<file path="src/rtl/ex1_pkg.sv">
// Shared defaults and state encoding for the ex1 window-average slice.
package ex1_pkg;

  localparam int DW_DEF    = 8;
  localparam int DEPTH_DEF = 4;
  localparam int LG_DEF    = 2;

  typedef enum logic {
    FILL = 1'b0,
    RUN  = 1'b1
  } state_t;

endpackage

</file>
<file path="src/rtl/ex1_window_avg_if.sv">
// Sample-in / result-out handshake bundle for ex1_window_avg.
interface ex1_window_avg_if #(
  parameter int DW = 8,
  parameter int LG = 2
);

  logic [DW-1:0]    in_data;
  logic             in_valid;
  logic             in_ready;
  logic [DW+LG-1:0] o_sum;
  logic [DW-1:0]    o_avg;
  logic             o_valid;
  logic             o_ready;
  logic [LG:0]      o_cnt;

  modport master (
    output in_data, in_valid, o_ready,
    input  in_ready, o_sum, o_avg, o_valid, o_cnt
  );

  modport slave (
    input  in_data, in_valid, o_ready,
    output in_ready, o_sum, o_avg, o_valid, o_cnt
  );

endinterface

</file>
<file path="src/rtl/ex1_win_buf.sv">
// Circular sample store; presents the oldest entry (the one about to be
// overwritten) so the top can subtract it from the running sum.
module ex1_win_buf #(
  parameter int DW    = 8,
  parameter int DEPTH = 4,
  parameter int LG    = 2
) (
  input  logic          clk,
  input  logic          rst,
  input  logic          clr,
  input  logic          we,
  input  logic [DW-1:0] wdata,
  output logic [DW-1:0] oldest
);

  logic [DW-1:0] mem [DEPTH];
  logic [LG-1:0] wr_ptr;

  assign oldest = mem[wr_ptr];

  // Write one sample per accept; pointer wraps naturally since DEPTH = 2^LG.
  always_ff @(posedge clk or negedge rst) begin
    if (!rst) begin
      for (int i = 0; i < DEPTH; i++) mem[i] <= '0;
      wr_ptr <= '0;
    end else if (clr) begin
      for (int i = 0; i < DEPTH; i++) mem[i] <= '0;
      wr_ptr <= '0;
    end else if (we) begin
      mem[wr_ptr] <= wdata;
      wr_ptr      <= wr_ptr + LG'(1);
    end
  end

endmodule

</file>
<file path="src/rtl/ex1_window_avg.sv">
// Sliding-window sum/average over the last DEPTH accepted samples, with a
// registered valid/ready result that sustains one sample per cycle.
module ex1_window_avg
  import ex1_pkg::*;
#(
  parameter int DW    = DW_DEF,
  parameter int DEPTH = DEPTH_DEF,
  parameter int LG    = LG_DEF
) (
  input logic              clk,
  input logic              rst,
  input logic              clr,
  ex1_window_avg_if.slave  bus
);

  localparam int          SW   = DW + LG;
  localparam logic [LG:0] LAST = (LG+1)'(DEPTH - 1);

  state_t          state, state_nxt;
  logic            acc, otake, ld, cnt_inc, sub_old;
  logic [DW-1:0]   oldest;
  logic [SW-1:0]   sum, sum_nxt;
  logic [LG:0]     cnt;
  logic [SW-1:0]   sum_p1;
  logic [DW-1:0]   avg_p1;
  logic            vld_p1;

  function automatic logic [DW-1:0] avg_trunc(input logic [SW-1:0] s);
    avg_trunc = DW'(s >> LG);
  endfunction

  assign bus.in_ready = !vld_p1 || bus.o_ready;
  assign acc          = bus.in_valid && bus.in_ready;
  assign otake        = vld_p1 && bus.o_ready;
  assign sum_nxt      = sum + SW'(bus.in_data) - (sub_old ? SW'(oldest) : SW'(0));

  ex1_win_buf #(.DW(DW), .DEPTH(DEPTH), .LG(LG)) u_buf (
    .clk    (clk),
    .rst    (rst),
    .clr    (clr),
    .we     (acc),
    .wdata  (bus.in_data),
    .oldest (oldest)
  );

  // State register; clear returns to filling.
  always_ff @(posedge clk or negedge rst) begin
    if (!rst)     state <= FILL;
    else if (clr) state <= FILL;
    else          state <= state_nxt;
  end

  // Next state: the accept that completes the window enters RUN.
  always_comb begin
    state_nxt = state;
    case (state)
      FILL:    if (acc && cnt == LAST) state_nxt = RUN;
      RUN:     state_nxt = RUN;
      default: state_nxt = FILL;
    endcase
  end

  // Per-state controls: count while filling, subtract the oldest once full.
  always_comb begin
    cnt_inc = 1'b0;
    ld      = 1'b0;
    sub_old = 1'b0;
    case (state)
      FILL: begin
        cnt_inc = acc;
        ld      = acc && (cnt == LAST);
      end
      RUN: begin
        ld      = acc;
        sub_old = 1'b1;
      end
      default: ;
    endcase
  end

  // Running sum and fill count.
  always_ff @(posedge clk or negedge rst) begin
    if (!rst) begin
      sum <= '0;
      cnt <= '0;
    end else if (clr) begin
      sum <= '0;
      cnt <= '0;
    end else begin
      if (acc)     sum <= sum_nxt;
      if (cnt_inc) cnt <= cnt + (LG+1)'(1);
    end
  end

  // ---- stage p1: registered result, held under backpressure ----
  // Load on every full-window accept; drop valid when taken with no reload.
  always_ff @(posedge clk or negedge rst) begin
    if (!rst) begin
      sum_p1 <= '0;
      avg_p1 <= '0;
      vld_p1 <= 1'b0;
    end else if (clr) begin
      sum_p1 <= '0;
      avg_p1 <= '0;
      vld_p1 <= 1'b0;
    end else if (ld) begin
      sum_p1 <= sum_nxt;
      avg_p1 <= avg_trunc(sum_nxt);
      vld_p1 <= 1'b1;
    end else if (otake) begin
      vld_p1 <= 1'b0;
    end
  end

  assign bus.o_sum   = sum_p1;
  assign bus.o_avg   = avg_p1;
  assign bus.o_valid = vld_p1;
  assign bus.o_cnt   = cnt;

endmodule

</file>
<file path="src/flat_wrapper.sv">
// flat-port wrapper written by rule: the top's interface ports become plain ports
module ex1_window_avg_flat import ex1_pkg::*;
#(
  parameter int DW    = DW_DEF,
  parameter int DEPTH = DEPTH_DEF,
  parameter int LG    = LG_DEF
)
  (clk, rst, clr, bus_in_data, bus_in_valid, bus_o_ready, bus_in_ready, bus_o_sum, bus_o_avg, bus_o_valid, bus_o_cnt);
  ex1_window_avg_if #(.DW(DW), .LG(LG)) bus_i ();
  input logic clk;
  input logic rst;
  input logic clr;
  input wire logic [$bits(bus_i.in_data)-1:0] bus_in_data;
  input wire logic [$bits(bus_i.in_valid)-1:0] bus_in_valid;
  input wire logic [$bits(bus_i.o_ready)-1:0] bus_o_ready;
  output wire logic [$bits(bus_i.in_ready)-1:0] bus_in_ready;
  output wire logic [$bits(bus_i.o_sum)-1:0] bus_o_sum;
  output wire logic [$bits(bus_i.o_avg)-1:0] bus_o_avg;
  output wire logic [$bits(bus_i.o_valid)-1:0] bus_o_valid;
  output wire logic [$bits(bus_i.o_cnt)-1:0] bus_o_cnt;
  assign bus_i.in_data = bus_in_data;
  assign bus_i.in_valid = bus_in_valid;
  assign bus_i.o_ready = bus_o_ready;
  assign bus_in_ready = bus_i.in_ready;
  assign bus_o_sum = bus_i.o_sum;
  assign bus_o_avg = bus_i.o_avg;
  assign bus_o_valid = bus_i.o_valid;
  assign bus_o_cnt = bus_i.o_cnt;
  ex1_window_avg #(.DW(DW), .DEPTH(DEPTH), .LG(LG)) u_core (.clk(clk), .rst(rst), .clr(clr), .bus(bus_i));
endmodule
</file>
<file path="config.mk">
export PLATFORM = sky130hd
export DESIGN_NAME = ex1_window_avg_flat
export DESIGN_NICKNAME = d
export VERILOG_FILES = /design/src/rtl/ex1_pkg.sv /design/src/rtl/ex1_window_avg_if.sv /design/src/rtl/ex1_win_buf.sv /design/src/rtl/ex1_window_avg.sv /design/src/flat_wrapper.sv
export SDC_FILE = /design/constraint.sdc
export NUM_CORES = 1
export LEC_CHECK = 0
export BUFFER_PORTS_ARGS = -buffer_cell sky130_fd_sc_hd__buf_2
export CAP_MARGIN = 20
export CELL_PAD_IN_SITES_DETAIL_PLACEMENT = 1
export CELL_PAD_IN_SITES_GLOBAL_PLACEMENT = 1
export CORE_MARGIN = 2
export CORE_UTILIZATION = 23
export DETAILED_ROUTE_END_ITERATION = 16
export PLACE_DENSITY = 0.56
export SLEW_MARGIN = 20
export SYNTH_ARGS = -nofsm -noshare
export SYNTH_HDL_FRONTEND = slang
export SYNTH_SLANG_ARGS = --single-unit
</file>
<file path="constraint.sdc">
create_clock -name clk -period 4.1 [get_ports clk]
set_input_delay 0.41 -clock clk [delete_from_list [all_inputs] [get_ports clk]]
set_output_delay 0.41 -clock clk [all_outputs]
set_load 0.05 [all_outputs]
</file>
==> flow_summary.toml <==
[outcome]
outcome = "finished, final reports clean"

[global_routing]
grt_usage_pct = 12.19
grt_overflow = 0
grt_pass1_vias = 2853
grt_max_degree = 39
grt_antenna_before_repair = 0
grt_pass1_wl_um = 15500

[layout]
drive_above_1_share_pct = 16.26
num_antenna_cells = 0
seqCellArea_um2 = 1478
nFillCells = 1736
nets = 438
area_growth_pct = 17.02
final_util_pct = 27.30
multi_input_area_um2 = 1750

[logic_synthesis]
synth-main-ff-cell = "dfrtp_1"
synth_edf_count = 0
async_reset_ff_share_pct = 100.0
syn_inst = 380
synth_warnings = 0
synthDistinctLibCells = 39
seq_area_frac_synth_pct = 42.10
synthesis.nets = 417
avgSynthCellArea_um2 = 9.229
synth_seq_cells = 59
synth.largest_area_cell = "dfrtp_1"
yosys.area.top_type_share_pct = 42.10
synth_area_leaders = "dfrtp_1 42%, a21oi_1 7.1%, nand2_1 6.2%"
syn_area_um2 = 3507

[worst_setup_path]
cp_slowest_cell = "dfrtp_2"
required_ns = 4.32
rrSetupSlack_ns = 0.45
crit_buf_inv = 1
critical_path.top_delay_family = "compound AO/OA/AOI/OAI gates"
worstReg2RegEnd = "u_core.sum[9]"
startpoint = "u_core.u_buf.wr_ptr[0]"
crit_chain = "mux4_2, and2_1, fa_1, inv_1, ha_1, a2111oi_4, o21ai_2, a2111oi_2, nor3_1, mux2_1"
r2r_cells = 10
critPathMaxFanout = 11
critPathMaxStageDelay_ns = 0.55
worst_setup_path_end_kind = "flip-flop"
path_class = "flip-flop to flip-flop"
cp-start-kind = "flip-flop"
crit_arrival_ns = 3.87
r2r_start = "u_core.u_buf.wr_ptr[0]"

[clock_tree]
cts_tree = "done"
clk_pin_slew_ns = 0.05
htree_levels = 3
clk_path_buf_depth = 2
cts_root_buf = "clkbuf_16"
cts_buffers = 9
post_cts_buffers = 0
clock_sinks = 59
clock_latency_ns = 0.33

[detailed_routing]
drc = 0
avgViaCountPerCell = 4.611
drt_pass1_iterations = 4
drtIter0Drc = 127
totalWireLength_um = 9317
antenna_left = 0
vias = 2739
routedWlPerCell_um = 15.69

[sta]
finalCritPeriodShare_pct = 89.01
worst_pin_slew_ns = 0.7596
report.final.hold_viol_count = 0
rsz0062_at_grt = "no"
fin_worst_skew_ns = 0.007307
slew-limit-headroom_pct = 49.18
fin_crit_ns = 3.649
fmax_mhz = 274.0
setup_tns_ns = 0
whs_ns = 0.1247
slew_violations = 0
setup_slack_ns = 0.4507
setup_viol = 0

[floorplanning]
core_area_um2 = 15030
core.rowCount = 45
initial_core_util_pct = 23.33
ios = 36
die_w_um = 127.5
die-area_um2 = 16250
die_h_um = 127.5

[pwr]
irDropWorstVdd_mv = 0.2085
power_density_nw_per_um2 = 498.3
leakage_nw = 1.823

[placement]
place_hpwl_um = 6641
place_worst_setup_slack_ns = 0.2662
portBuffers = 35
gp_congestion = 0.7323

[min_path]
hold_class = "primary input to asynchronous set/reset pin"

[job]
maxCapViolCount = 0
==> state kept, by name, indices dropped and copies added (netlist names) <==
register	cells
u_core.u_buf.wr_ptr	2
u_core.u_buf.mem	32
u_core.state	1
u_core.bus.o_sum	2
u_core.bus.o_cnt	3
u_core.bus.o_valid	1
u_core.sum	10
u_core.bus.o_avg	8
==> cell type report <==
type / count / share of cell area (%)
Timing Repair Buffer: 41 / 5.366
Sequential cell: 59 / 36.01
Clock inverter: 2 / 0.8537
Clock buffer: 14 / 6.189
Inverter: 35 / 3.201
Multi-Input combinational cell: 255 / 42.65
Tap cell: 188 / 5.732
==> per-layer routing <==
layer	GRT usage [%]	wire [µm]	up-vias	share of wire, %
met3	2.764	302	13	3.2
met5	0	0	-	0
met4	3.878	138	0	1.5
met2	18.84	4148	51	45
li1	-	-	1328	-
met1	16.96	4727	1347	51
==> what timing repair did <==
action	in CTS	in global routing
resized for setup	0	1
hold buffers	0	0
endpoints found under the setup margin	0	1
==> stage by stage <==
stage	power (mW)	instances	instance area (µm²)
after floorplan	1.134	380	3507
after global placement	1.278	578	3814
after detailed placement	1.300	578	3814
after CTS	2.074	594	4103
after global routing	2.187	594	4104
final	2.045	594	4104
==> how the worst max path moves through the flow <==
stage | end | slack (ns) | cells past startpoint
after floorplan | u_core.sum[9] | 0.59 | 11
after CTS | u_core.sum[9] | 0.27 | 10
final | u_core.sum[9] | 0.45 | 10
after detailed placement | u_core.sum[9] | 0.27 | 10
after global routing | u_core.bus.o_avg[7] | 0.20 | 10
after global placement | u_core.sum[9] | 0.34 | 10
==> cell families after synthesis <==
logic type                 Yosys count  share of synthesized area [%]
AOI/OAI and AO/OA                   81                          14.34
xor gates and xnor gates             7                          1.748
adders and majority gates           24                          10.27
buffers and inverters               66                          7.992
DFF                                 59                          42.10
muxes                                9                          5.458
and+or+nand+nor                    134                          18.09
==> synthesized netlist by cell type (all sizes together) (3+ instances only) <==
master / n
nor2: 13
a21oi: 50
ha: 16
nand4b: 4
buf: 12
o21ai: 9
nand3b: 3
inv: 35
mux4: 8
or4: 4
xnor2: 5
nand2: 58
dfrtp: 59
clkbuf: 19
a211oi: 7
fa: 8
and2: 9
nand3: 34
==> cells in the final DEF (no fill, tap or decap), types with 2 or more instances in the layout <==
cell type and count:
nor3_1 2, a21o_1 2, nand3b_1 3, o21ai_0 8, ha_1 16, xnor2_1 5, nor2b_1 2, mux4_2 8
nand3_1 34, a211oi_1 7, clkbuf_16 9, buf_4 6, clkbuf_1 4, or3_1 2, a21oi_1 50, buf_2 35
o31ai_1 2, xor2_1 2, or4_1 4, nor2_1 13, nand2_1 58, fa_1 8, inv_1 35, o311ai_0 2
dfrtp_1 58, and2_1 9, nand2b_1 2, o21bai_1 2, nand4b_1 4
==> where the power goes <==
part	switching, mW	total (mW)	internal (mW)
registers	0.0361	0.667	0.631
clock network	0.270	0.757	0.487
logic	0.391	0.621	0.230
total	0.698	2.05	1.35
(Power assumes the default switching activity.)
